[config.mk]
export PLATFORM = sky130hd
export DESIGN_NAME = bf_rdx2_pair_buf
export DESIGN_NICKNAME = d
export VERILOG_FILES = /design/src/rtl/bf_rdx2_pair_buf.sv
export SDC_FILE = /design/constraint.sdc
export NUM_CORES = 1
export LEC_CHECK = 0
export CAP_MARGIN = 20
export CORE_AREA = 5 5 174 176
export CTS_CLUSTER_SIZE = 24
export DETAILED_ROUTE_END_ITERATION = 12
export DIE_AREA = 0 0 179 181
export GPL_TIMING_DRIVEN = 0
export PLACE_DENSITY_LB_ADDON = 0.08
export SLEW_MARGIN = 25
export SYNTH_ARGS = -nofsm -noshare
export SYNTH_HDL_FRONTEND = slang
export SYNTH_SLANG_ARGS = --single-unit
export TNS_END_PERCENT = 100
[constraint.sdc]
create_clock -name clk -period 6.8 [get_ports clk]
set_input_delay 0.68 -clock clk [delete_from_list [all_inputs] [get_ports clk]]
set_output_delay 0.68 -clock clk [all_outputs]
set_load 0.03 [all_outputs]
[src/rtl/bf_rdx2_pair_buf.sv]
// Radix-2 DIF input pairing buffer: stores the first half of a frame, then pairs
// each second-half sample x[k+HALF] with x[k] and its twiddle index for the butterfly.
module bf_rdx2_pair_buf #(
  parameter int HALF = 8,
  parameter int DW   = 16
) (
  input  logic              clk,
  input  logic              rst,
  input  logic              in_valid,
  output logic              in_ready,
  input  logic [DW-1:0]     in_re,
  input  logic [DW-1:0]     in_im,
  output logic              out_valid,
  input  logic              out_ready,
  output logic [DW-1:0]     x0_re,
  output logic [DW-1:0]     x0_im,
  output logic [DW-1:0]     x1_re,
  output logic [DW-1:0]     x1_im,
  output logic [$clog2(HALF)-1:0] tw_idx,
  output logic              out_last
);

  localparam int AW = $clog2(HALF);

  localparam logic [0:0] FILL = 1'b0;
  localparam logic [0:0] PAIR = 1'b1;

  logic [0:0]    state;
  logic [AW-1:0] cnt;
  logic [DW-1:0] mem_re [HALF];
  logic [DW-1:0] mem_im [HALF];

  logic accept;
  logic cnt_last;

  // Single output register without skid: in PAIR a new sample is only taken
  // when the register is empty or being drained this cycle.
  always_comb begin
    in_ready = 1'b1;
    if (state == PAIR) begin
      in_ready = !out_valid || out_ready;
    end
  end

  assign accept   = in_valid && in_ready;
  assign cnt_last = (cnt == AW'(HALF - 1));

  always_ff @(posedge clk) begin
    if (accept && state == FILL) begin
      mem_re[cnt] <= in_re;
      mem_im[cnt] <= in_im;
    end
  end

  always_ff @(posedge clk) begin
    if (rst) begin
      state <= FILL;
      cnt   <= '0;
    end else if (accept) begin
      cnt <= cnt_last ? '0 : cnt + 1'b1;
      if (cnt_last) begin
        state <= (state == FILL) ? PAIR : FILL;
      end
    end
  end

  // Drain first, then a PAIR accept reloads the register so a simultaneous
  // transfer and load keeps out_valid high.
  always_ff @(posedge clk) begin
    if (rst) begin
      out_valid <= 1'b0;
      x0_re     <= '0;
      x0_im     <= '0;
      x1_re     <= '0;
      x1_im     <= '0;
      tw_idx    <= '0;
      out_last  <= 1'b0;
    end else begin
      if (out_valid && out_ready) begin
        out_valid <= 1'b0;
      end
      if (accept && state == PAIR) begin
        out_valid <= 1'b1;
        x0_re     <= mem_re[cnt];
        x0_im     <= mem_im[cnt];
        x1_re     <= in_re;
        x1_im     <= in_im;
        tw_idx    <= cnt;
        out_last  <= cnt_last;
      end
    end
  end

endmodule

==> results of run 1 <==
[path summary, 6_finish.rpt]
| kind | from | slack (ns) | to |
|---|---|---|---|
| setup / recovery | out_ready | 3.77 | in_ready |
| setup reg to reg | cnt[0]$_SDFFE_PP0N_ | 4.26 | mem_re[0][4]$_DFFE_PP_ |
| hold / removal | x1_im[11]$_SDFFE_PP0P_ | 0.48 | x1_im[11]$_SDFFE_PP0P_ |
| hold reg to reg | x1_im[11]$_SDFFE_PP0P_ | 0.48 | x1_im[11]$_SDFFE_PP0P_ |
[cell usage in the layout (no fill, tap or decap), types with 3 or more instances in the layout]
cell	synthesis	final
mux2_1	8	8
nor2_4	0	3
a311oi_1	32	32
edfxtp_1	256	256
mux2_4	10	10
clkbuf_1	27	35
buf_2	26	31
buf_1	3	3
clkinv_2	0	5
buf_16	0	5
bufinv_16	0	3
clkdlybuf4s50_1	0	103
buf_4	1	22
buf_6	9	11
clkbuf_16	0	37
mux2_2	110	110
nand3_1	39	39
dfxtp_1	73	73
a21oi_1	73	73
nor3_2	0	4
a222oi_1	32	32
clkinv_1	0	5
inv_1	3	3
clkbuf_8	0	5
nand2_1	34	34
o21ai_0	39	39
[report_power, final]
group,internal [mW],switching [mW],leakage (nW)
combinational,0.0969,0.132,1.69
clock,1.17,0.751,0.580
sequential,2.20,0.00607,2.91
total,3.46,0.889,5.18
[worst max-delay path, cell delays in order]
cell and delay, ns:
clkdlybuf4s50_1 0.56, and3b_1 0.24, inv_1 0.16, clkdlybuf4s50_1 0.70
[layout make-up]
class                   count  area (um2)
repair buffers            137        1389
fillers                  2332       12740
flip-flops and latches    329        9149
well taps                 384       480.5
plain buffers              67       356.6
clock inverters            15       151.4
multi-input cells         402        3172
inverters                   3       11.26
clock buffers              50        1025
[sequential cells by signal (all words and copies together), names as in the netlist]
name and flops:
cnt 3, mem_im 128, mem_re 128, out_last 1
out_valid 1, state 1, tw_idx 3, x0_im 16
x0_re 16, x1_im 16, x1_re 16
[per-layer routing]
metal | wire, um | part of all wire, % | vias to the layer above | GRT usage [%]
met5 | 0 | 0 | - | 0
met4 | 740 | 2.2 | 0 | 5.864
met3 | 2281 | 6.7 | 58 | 4.160
met2 | 16760 | 49 | 309 | 34.05
met1 | 14440 | 42 | 4082 | 27.80
li1 | - | - | 3528 | -
[per-stage QoR]
step           cell area, um2  power (mW)  hold WS, ns  util, %  setup WS, ns
2_1_floorplan           12640       2.372       0.5842        -         2.328
3_3_place_gp            14150       2.463       0.4640    49.71        -1.146
3_5_place_dp            14560       2.475       0.4679    51.13         3.800
4_1_cts                 15730       4.387       0.4753    55.27         3.792
5_1_grt                 15730       4.491       0.5005    55.27         3.745
6_report                15730       4.351       0.4780    55.27         3.768
[logic make-up after synthesis]
logic type | after synthesis | synth area share, %
flip-flops | 329 | 72.38
AO/OA/AOI/OAI | 177 | 9.246
multiplexers | 128 | 11.70
AND/OR/NAND/NOR | 95 | 3.564
buffers and inverters | 70 | 2.910
adder cells (fa/ha/maj) | 2 | 0.1979
==> out/results.ini, run 1 <==
[logic_synthesis]
yosysMostFrequentCell = edfxtp_1
netlist_area_mm2 = 0.01264
synth_top_area_cell = edfxtp_1
yosysUniqueCellTypes = 31
synth_nets = 839
ys_ff_latch = 329
synth_common_cells = edfxtp_1, mux2_2, a21oi_1, dfxtp_1
yosys_most_used_dff = edfxtp_1
syn_inst = 801
ys_warn_count = 0
yosysTopAreaCellShare_pct = 60.82
yosysSeqAreaShare_pct = 72.38
yosys-top-cells-area = edfxtp_1, dfxtp_1, mux2_2
async_reset_ff_share_pct = 0
syn_avg_cell_area_um2 = 15.78
synth_edf_count = 256

[drt]
drtPass1Iterations = 9
vias_per_cell = 5.751
ant_nets = 0
drc = 0
vias = 7977
wirelength_um = 34210
drt_iter0_markers = 846
post_drt_wl_per_cell_um = 24.67

[grt]
grt_use_total_pct = 20.64
antenna_found_initial = 0
grt_pass1_vias = 8157
grt_start_max_net_pins = 18
grt_pass1_wl_um = 50250
grt-ovfl-total = 0

[timing]
grt_setup_unrepaired = false
setup_tns_ns = 0
fmaxAchievable_ghz = 0.3298
min_period_ns = 3.032
worstMarginPinSlew_ns = 0.7692
slew_headroom_pct = 48.72
min_period_over_period_pct = 44.58
hold_viol_final = 0
setup_viol = 0
slew_viol_final = 0
skew_ns = 0.01268

[clock_tree]
numCtsBuffers = 36
htreeDepth = 2
insertion_delay_ns = 0.52
clk_pin_slew_ns = 0.06
cts_buffer_depth = 3
cts_hold_buffers = 0
post_cts.repair.setup_buffers = 0
cts-root-buf = clkbuf_16
cts_resized = 0
cts_sinks = 329
cts_tree = done

[floorplanning]
die_h_um = 181
fp.coreArea_mm2 = 0.02847
die_w_um = 179
start_util_pct = 44.40
dieArea_mm2 = 0.03240
rows = 62
pin_count = 106

[hold_path]
hold_class = register to register
holdPathStages = 2

[finish]
drive_above_1_share_pct = 25.02
stdcell_count = 1387
syn2layout_area_growth_pct = 24.48
layout.nets = 1014
num_antenna_cells = 0

[setup_path]
worstPathArrival_ns = 2.35
crit_required_ns = 6.12
crit_path_start_kind = input pin
cp_max_fo = 5
end_kind = output pin
worstSetupPathType = input pin to output pin
rr_worst_depth = 8

[pwr]
ir_worst_vdd_uv = 192.6
p_per_area_mw_per_mm2 = 276.6
p_leak_nw = 5.183

[placement]
dp_cells = 1322
dp_hpwl_um = 22720
port_buffers = 103
place_congestion = 0.7802

[flow_run]
cap_violations = 0

[outcome]
status = finished clean

Note: power is estimated with default switching activity, not from simulation.
==> run 2, diff against run 1 <==
- clock period: 6.8 -> 2.5 ns (I/O delays scaled with it)
==> run 2 against run 1 <==
  * Global-route usage up 0.47 points
  * Via count down 1.1%
  * Flip-flop and latch count unchanged
  * Non-clock buffer count down 9
  * First-iteration DRC count down 18%
  * Critical path type is now register to register
  * Highest routed layer unchanged
==> out/results.ini, run 2 (synthesized netlist as in run 1, its figures left out) <==
[outcome]
status = finished clean

[clock_tree]
cts_buffer_depth = 3
insertion_delay_ns = 0.51
cts_tree = done
cts-root-buf = clkbuf_16
cts_resized = 0
cts_sinks = 329
htreeDepth = 2
clk_pin_slew_ns = 0.06
cts_hold_buffers = 0
numCtsBuffers = 35

[hold_path]
hold_class = input pin to register
holdPathStages = 3

[timing]
min_period_over_period_pct = 95.52
grt_setup_unrepaired = false
hold_viol_final = 0
min_period_ns = 2.388
worstMarginPinSlew_ns = 0.8621
slew_headroom_pct = 42.53
setup_viol = 0
hold-worst-slack_ns = 0.1194
slew_viol_final = 0
setup_tns_ns = 0
fmaxAchievable_ghz = 0.4188
skew_ns = 0.01639

[setup_path]
crit_cells = 6
crit_chain = buf_6 -> buf_6 -> buf_6 -> or3_1 -> nor2_4 -> buf_12
worstPathArrival_ns = 2.58
slowest_delay_ns = 0.52
worstSetupPathType = register to register
path_common_cell = buf_6
rr_worst_depth = 6
crit_path_start_kind = register
path_buf_inv = 4
end_kind = register
crit_required_ns = 2.70
path_delay_family = simple AND/OR/NAND/NOR gates
cp_max_fo = 19
crit_path_top_delay_cell = nor2_4

[placement]
dp_cells = 1307
dp_hpwl_um = 22880
place_congestion = 0.7969
port_buffers = 103

[grt]
grt_pass1_wl_um = 51170
grt_pass1_vias = 8096
grt_use_total_pct = 21.11
grt_start_max_net_pins = 20
antenna_found_initial = 0
grt-ovfl-total = 0

[pwr]
ir_worst_vdd_uv = 540.7
p_per_area_mw_per_mm2 = 736.8
p_leak_nw = 5.070

[drt]
wl_met3_um = 2298
m1WireLength_um = 14520
ant_nets = 0
drtPass1Iterations = 8
vias = 7892
wirelength_um = 34820
route.top_layer_used = met4
post_drt_wl_per_cell_um = 25.32
vias_per_cell = 5.740
drc = 0
drt_iter0_markers = 690
wl_met2_um = 17200

[finish]
layout.nets = 1004
fill_cells = 2331
num_antenna_cells = 0
drive_above_1_share_pct = 24.32
largestRegisters = mem_im (128), mem_re (128)
syn2layout_area_growth_pct = 23.44
layout_commonest_cell = edfxtp_1
stdcell_count = 1375
mostFrequentLayoutCells = edfxtp_1, mux2_2, clkdlybuf4s50_1, a21oi_1, dfxtp_1

[floorplanning]
die_h_um = 181
dieArea_mm2 = 0.03240
start_util_pct = 44.40
die_w_um = 179
rows = 62
fp.coreArea_mm2 = 0.02847
pin_count = 106

[flow_run]
cap_violations = 0

==> run 2: changes by cell type in the layout (fill, tap and decap cells not counted), sizes merged <==
cell	change
clkbuf	+2
bufinv	-3
inv	-1
clkinv	-1
buf	-9
==> run 2: worst paths after layout <==
check,start,to,slack (ns)
worst max-delay path,cnt[0]$_SDFFE_PP0N_,mem_re[4][11]$_DFFE_PP_,0.11
worst min-delay path,in_valid,cnt[2]$_SDFFE_PP0N_,0.12
worst max register to register,cnt[0]$_SDFFE_PP0N_,mem_re[4][11]$_DFFE_PP_,0.11
worst min register to register,x1_re[9]$_SDFFE_PP0P_,x1_re[9]$_SDFFE_PP0P_,0.48
==> run 2: final cells by class <==
cell class / instances / area (um2) / share of cell area (%)
Buffer: 67 / 356.6 / 2.285
Inverter: 3 / 11.26 / 0.07217
Multi-Input combinational cell: 402 / 3206 / 20.55
Timing Repair Buffer: 128 / 1320 / 8.460
Clock buffer: 52 / 1030 / 6.600
Clock inverter: 10 / 50.05 / 0.3208
Tap cell: 384 / 480.5 / 3.079
Sequential cell: 329 / 9149 / 58.64
==> run 2: worst min-delay path, cell delays in order <==
cell and delay [ns]:
clkbuf_2 0.16, nand3_1 0.12, a21oi_1 0.05
==> run 2: power breakdown <==
part,switching [mW],internal [mW]
clock,2.02,2.84
sequential,0.0172,5.98
combinational,0.365,0.270
==> run 2: layer usage <==
metal | vias to the layer above | track usage (%)
met2 | 331 | 35.38
met5 | - | 0
met1 | 4004 | 28.68
li1 | 3498 | -
met3 | 59 | 3.386
met4 | 0 | 5.588
==> run 2: stage by stage <==
stage | total power [mW] | setup WS [ns] | instance area [um2] | utilization (%)
after floorplan | 6.453 | -0.5107 | 12690 | -
after global placement | 6.697 | -2.719 | 14200 | 49.87
after detailed placement | 6.737 | -0.02473 | 14480 | 50.85
after CTS | 11.58 | 0.007186 | 15600 | 54.78
after global routing | 11.83 | 0.02295 | 15600 | 54.80
final | 11.50 | 0.1121 | 15600 | 54.80
==> run 2: what timing repair did <==
action / 4_1_cts / 5_1_grt
buffers inserted: 5 / 1
pin swaps: 2 / 1
endpoints found under the setup margin: 9 / 12
==> run 3, diff against run 2 <==
- CORE_AREA: 5 5 174 176 -> 5 5 162 164
- DIE_AREA: 0 0 179 181 -> 0 0 167 169
- HOLD_SLACK_MARGIN: not set -> 0.08
==> run 3 against run 2 <==
  * Wire length decreased by 5.3%
  * Largest cell class unchanged
  * Core utilization is 8.4 points higher
  * Largest power group unchanged
  * Total power is 0.87% lower
  * Count of clock-buffer cells in the layout decreased by 1
==> out/results.ini, run 3 (synthesized netlist as in run 1, its figures left out) <==
[outcome]
status = finished clean

[setup_path]
r2r_setup_slack_ns = 0.16
crit_path_start_kind = register
worstPathArrival_ns = 2.09
cp_max_fo = 10
end_kind = output pin
crit_required_ns = 2.25
worstSetupPathType = register to output pin

[drt]
wirelength_um = 32970
ant_nets = 0
drc = 0
drtPass1Iterations = 5
drt_iter0_markers = 858
vias = 7844
post_drt_wl_per_cell_um = 24.94
vias_per_cell = 5.933

[timing]
min_period_over_period_pct = 93.61
hold_viol_final = 0
skew_ns = 0.01561
slew_headroom_pct = 46.11
fmaxAchievable_ghz = 0.4273
grt_setup_unrepaired = false
fin_ws_ns = 0.1598
setup_viol = 0
worstMarginPinSlew_ns = 0.8084
min_period_ns = 2.340
slew_viol_final = 0
setup_tns_ns = 0

[finish]
num_antenna_cells = 0
layout.nets = 1005
mostFrequentLayoutCells = edfxtp_1, mux2_2, clkdlybuf4s50_1, a21oi_1, dfxtp_1
design_area_mm2 = 0.01564
layout_commonest_cell = edfxtp_1
stdcell_count = 1322
drive_above_1_share_pct = 24.19
largestRegisters = mem_im (128), mem_re (128)
syn2layout_area_growth_pct = 23.70

[clock_tree]
clk_pin_slew_ns = 0.06
insertion_delay_ns = 0.51
numCtsBuffers = 34
cts_hold_buffers = 0
cts_tree = done
cts_resized = 0
cts-root-buf = clkbuf_16
cts_sinks = 329
htreeDepth = 2
cts_buffer_depth = 3

[grt]
grt_pass1_vias = 8162
grt_pass1_wl_um = 49380
grt_start_max_net_pins = 18
grt-ovfl-total = 0
grt_use_total_pct = 22.91
antenna_found_initial = 0

[floorplanning]
fp.coreArea_mm2 = 0.02475
rows = 58
die_w_um = 167
die_h_um = 169
pin_count = 106
start_util_pct = 51.08
dieArea_mm2 = 0.02822

[placement]
dp_cells = 1255
dp_hpwl_um = 21810
place_congestion = 0.8289
post_dp_cell_area_mm2 = 0.01453
port_buffers = 103
dpl_worst_slack_ns = -0.01912

[pwr]
p_per_area_mw_per_mm2 = 728.9
ir_worst_vdd_uv = 487.5
p_leak_nw = 5.106
total_power_mw = 11.40

[flow_run]
cap_violations = 0

[hold_path]
hold_class = input pin to register

-- run 3: cell count changes in the layout (fill, tap and decap cells not counted), sizes merged --
cell    before  now
buf         64   66
clkbuf      80   79
clkinv       9   10
inv          4    3
-- run 3: path summary, 6_finish.rpt --
path	from	endpoint	cells past startpoint
setup / recovery	state$_SDFFE_PP0P_	in_ready	4
hold / removal	in_valid	cnt[1]$_SDFFE_PP0N_	3
setup reg to reg	cnt[0]$_SDFFE_PP0N_	mem_re[0][4]$_DFFE_PP_	7
hold reg to reg	x1_im[13]$_SDFFE_PP0P_	x1_im[13]$_SDFFE_PP0P_	2
-- run 3: what timing repair did --
action / 4_1_cts / 5_1_grt
pin swaps: 1 / 2
setup endpoints to repair: 10 / 27
setup buffers: 1 / 5
gates cloned: 0 / 0
endpoints found under the hold margin: 0 / 0
-- run 3: worst max-delay path, cell delays in order, from the launching register on --
cell             delay (ns)
dfxtp_1                0.30
buf_2                  0.28
and3b_1                0.28
inv_1                  0.12
clkdlybuf4s50_1        0.61
-- run 3: per-layer routing --
| layer | up-vias | share of wire [%] | GRT usage [%] |
|---|---|---|---|
| met5 | - | 0 | 0 |
| met4 | 0 | 2.6 | 6.724 |
| met3 | 62 | 7.5 | 3.900 |
| met2 | 359 | 50 | 39.40 |
| met1 | 3922 | 40 | 30.22 |
| li1 | 3501 | - | - |
-- run 3: where the power goes --
| part | switching (mW) | internal [mW] |
|---|---|---|
| clock | 1.96 | 2.82 |
| sequential | 0.0175 | 5.98 |
| combinational | 0.357 | 0.269 |
-- run 3: stage by stage --
step / hold slack (ns) / utilization, %
floorplan: 0.3489 / -
global placement: 0.4634 / 57.10
detailed placement: 0.4685 / 58.70
CTS: 0.09439 / 63.03
global route: 0.1558 / 63.18
finish: 0.1219 / 63.18
-- run 3: cell type report --
type                    instances  area (um2)
fillers                      1781        9111
plain buffers                  67       356.6
inverters                       3       11.26
clock buffers                  51        1018
flip-flops and latches        329        9149
multi-input cells             402        3206
repair buffers                130        1435
well taps                     330       412.9
clock inverters                10       46.29
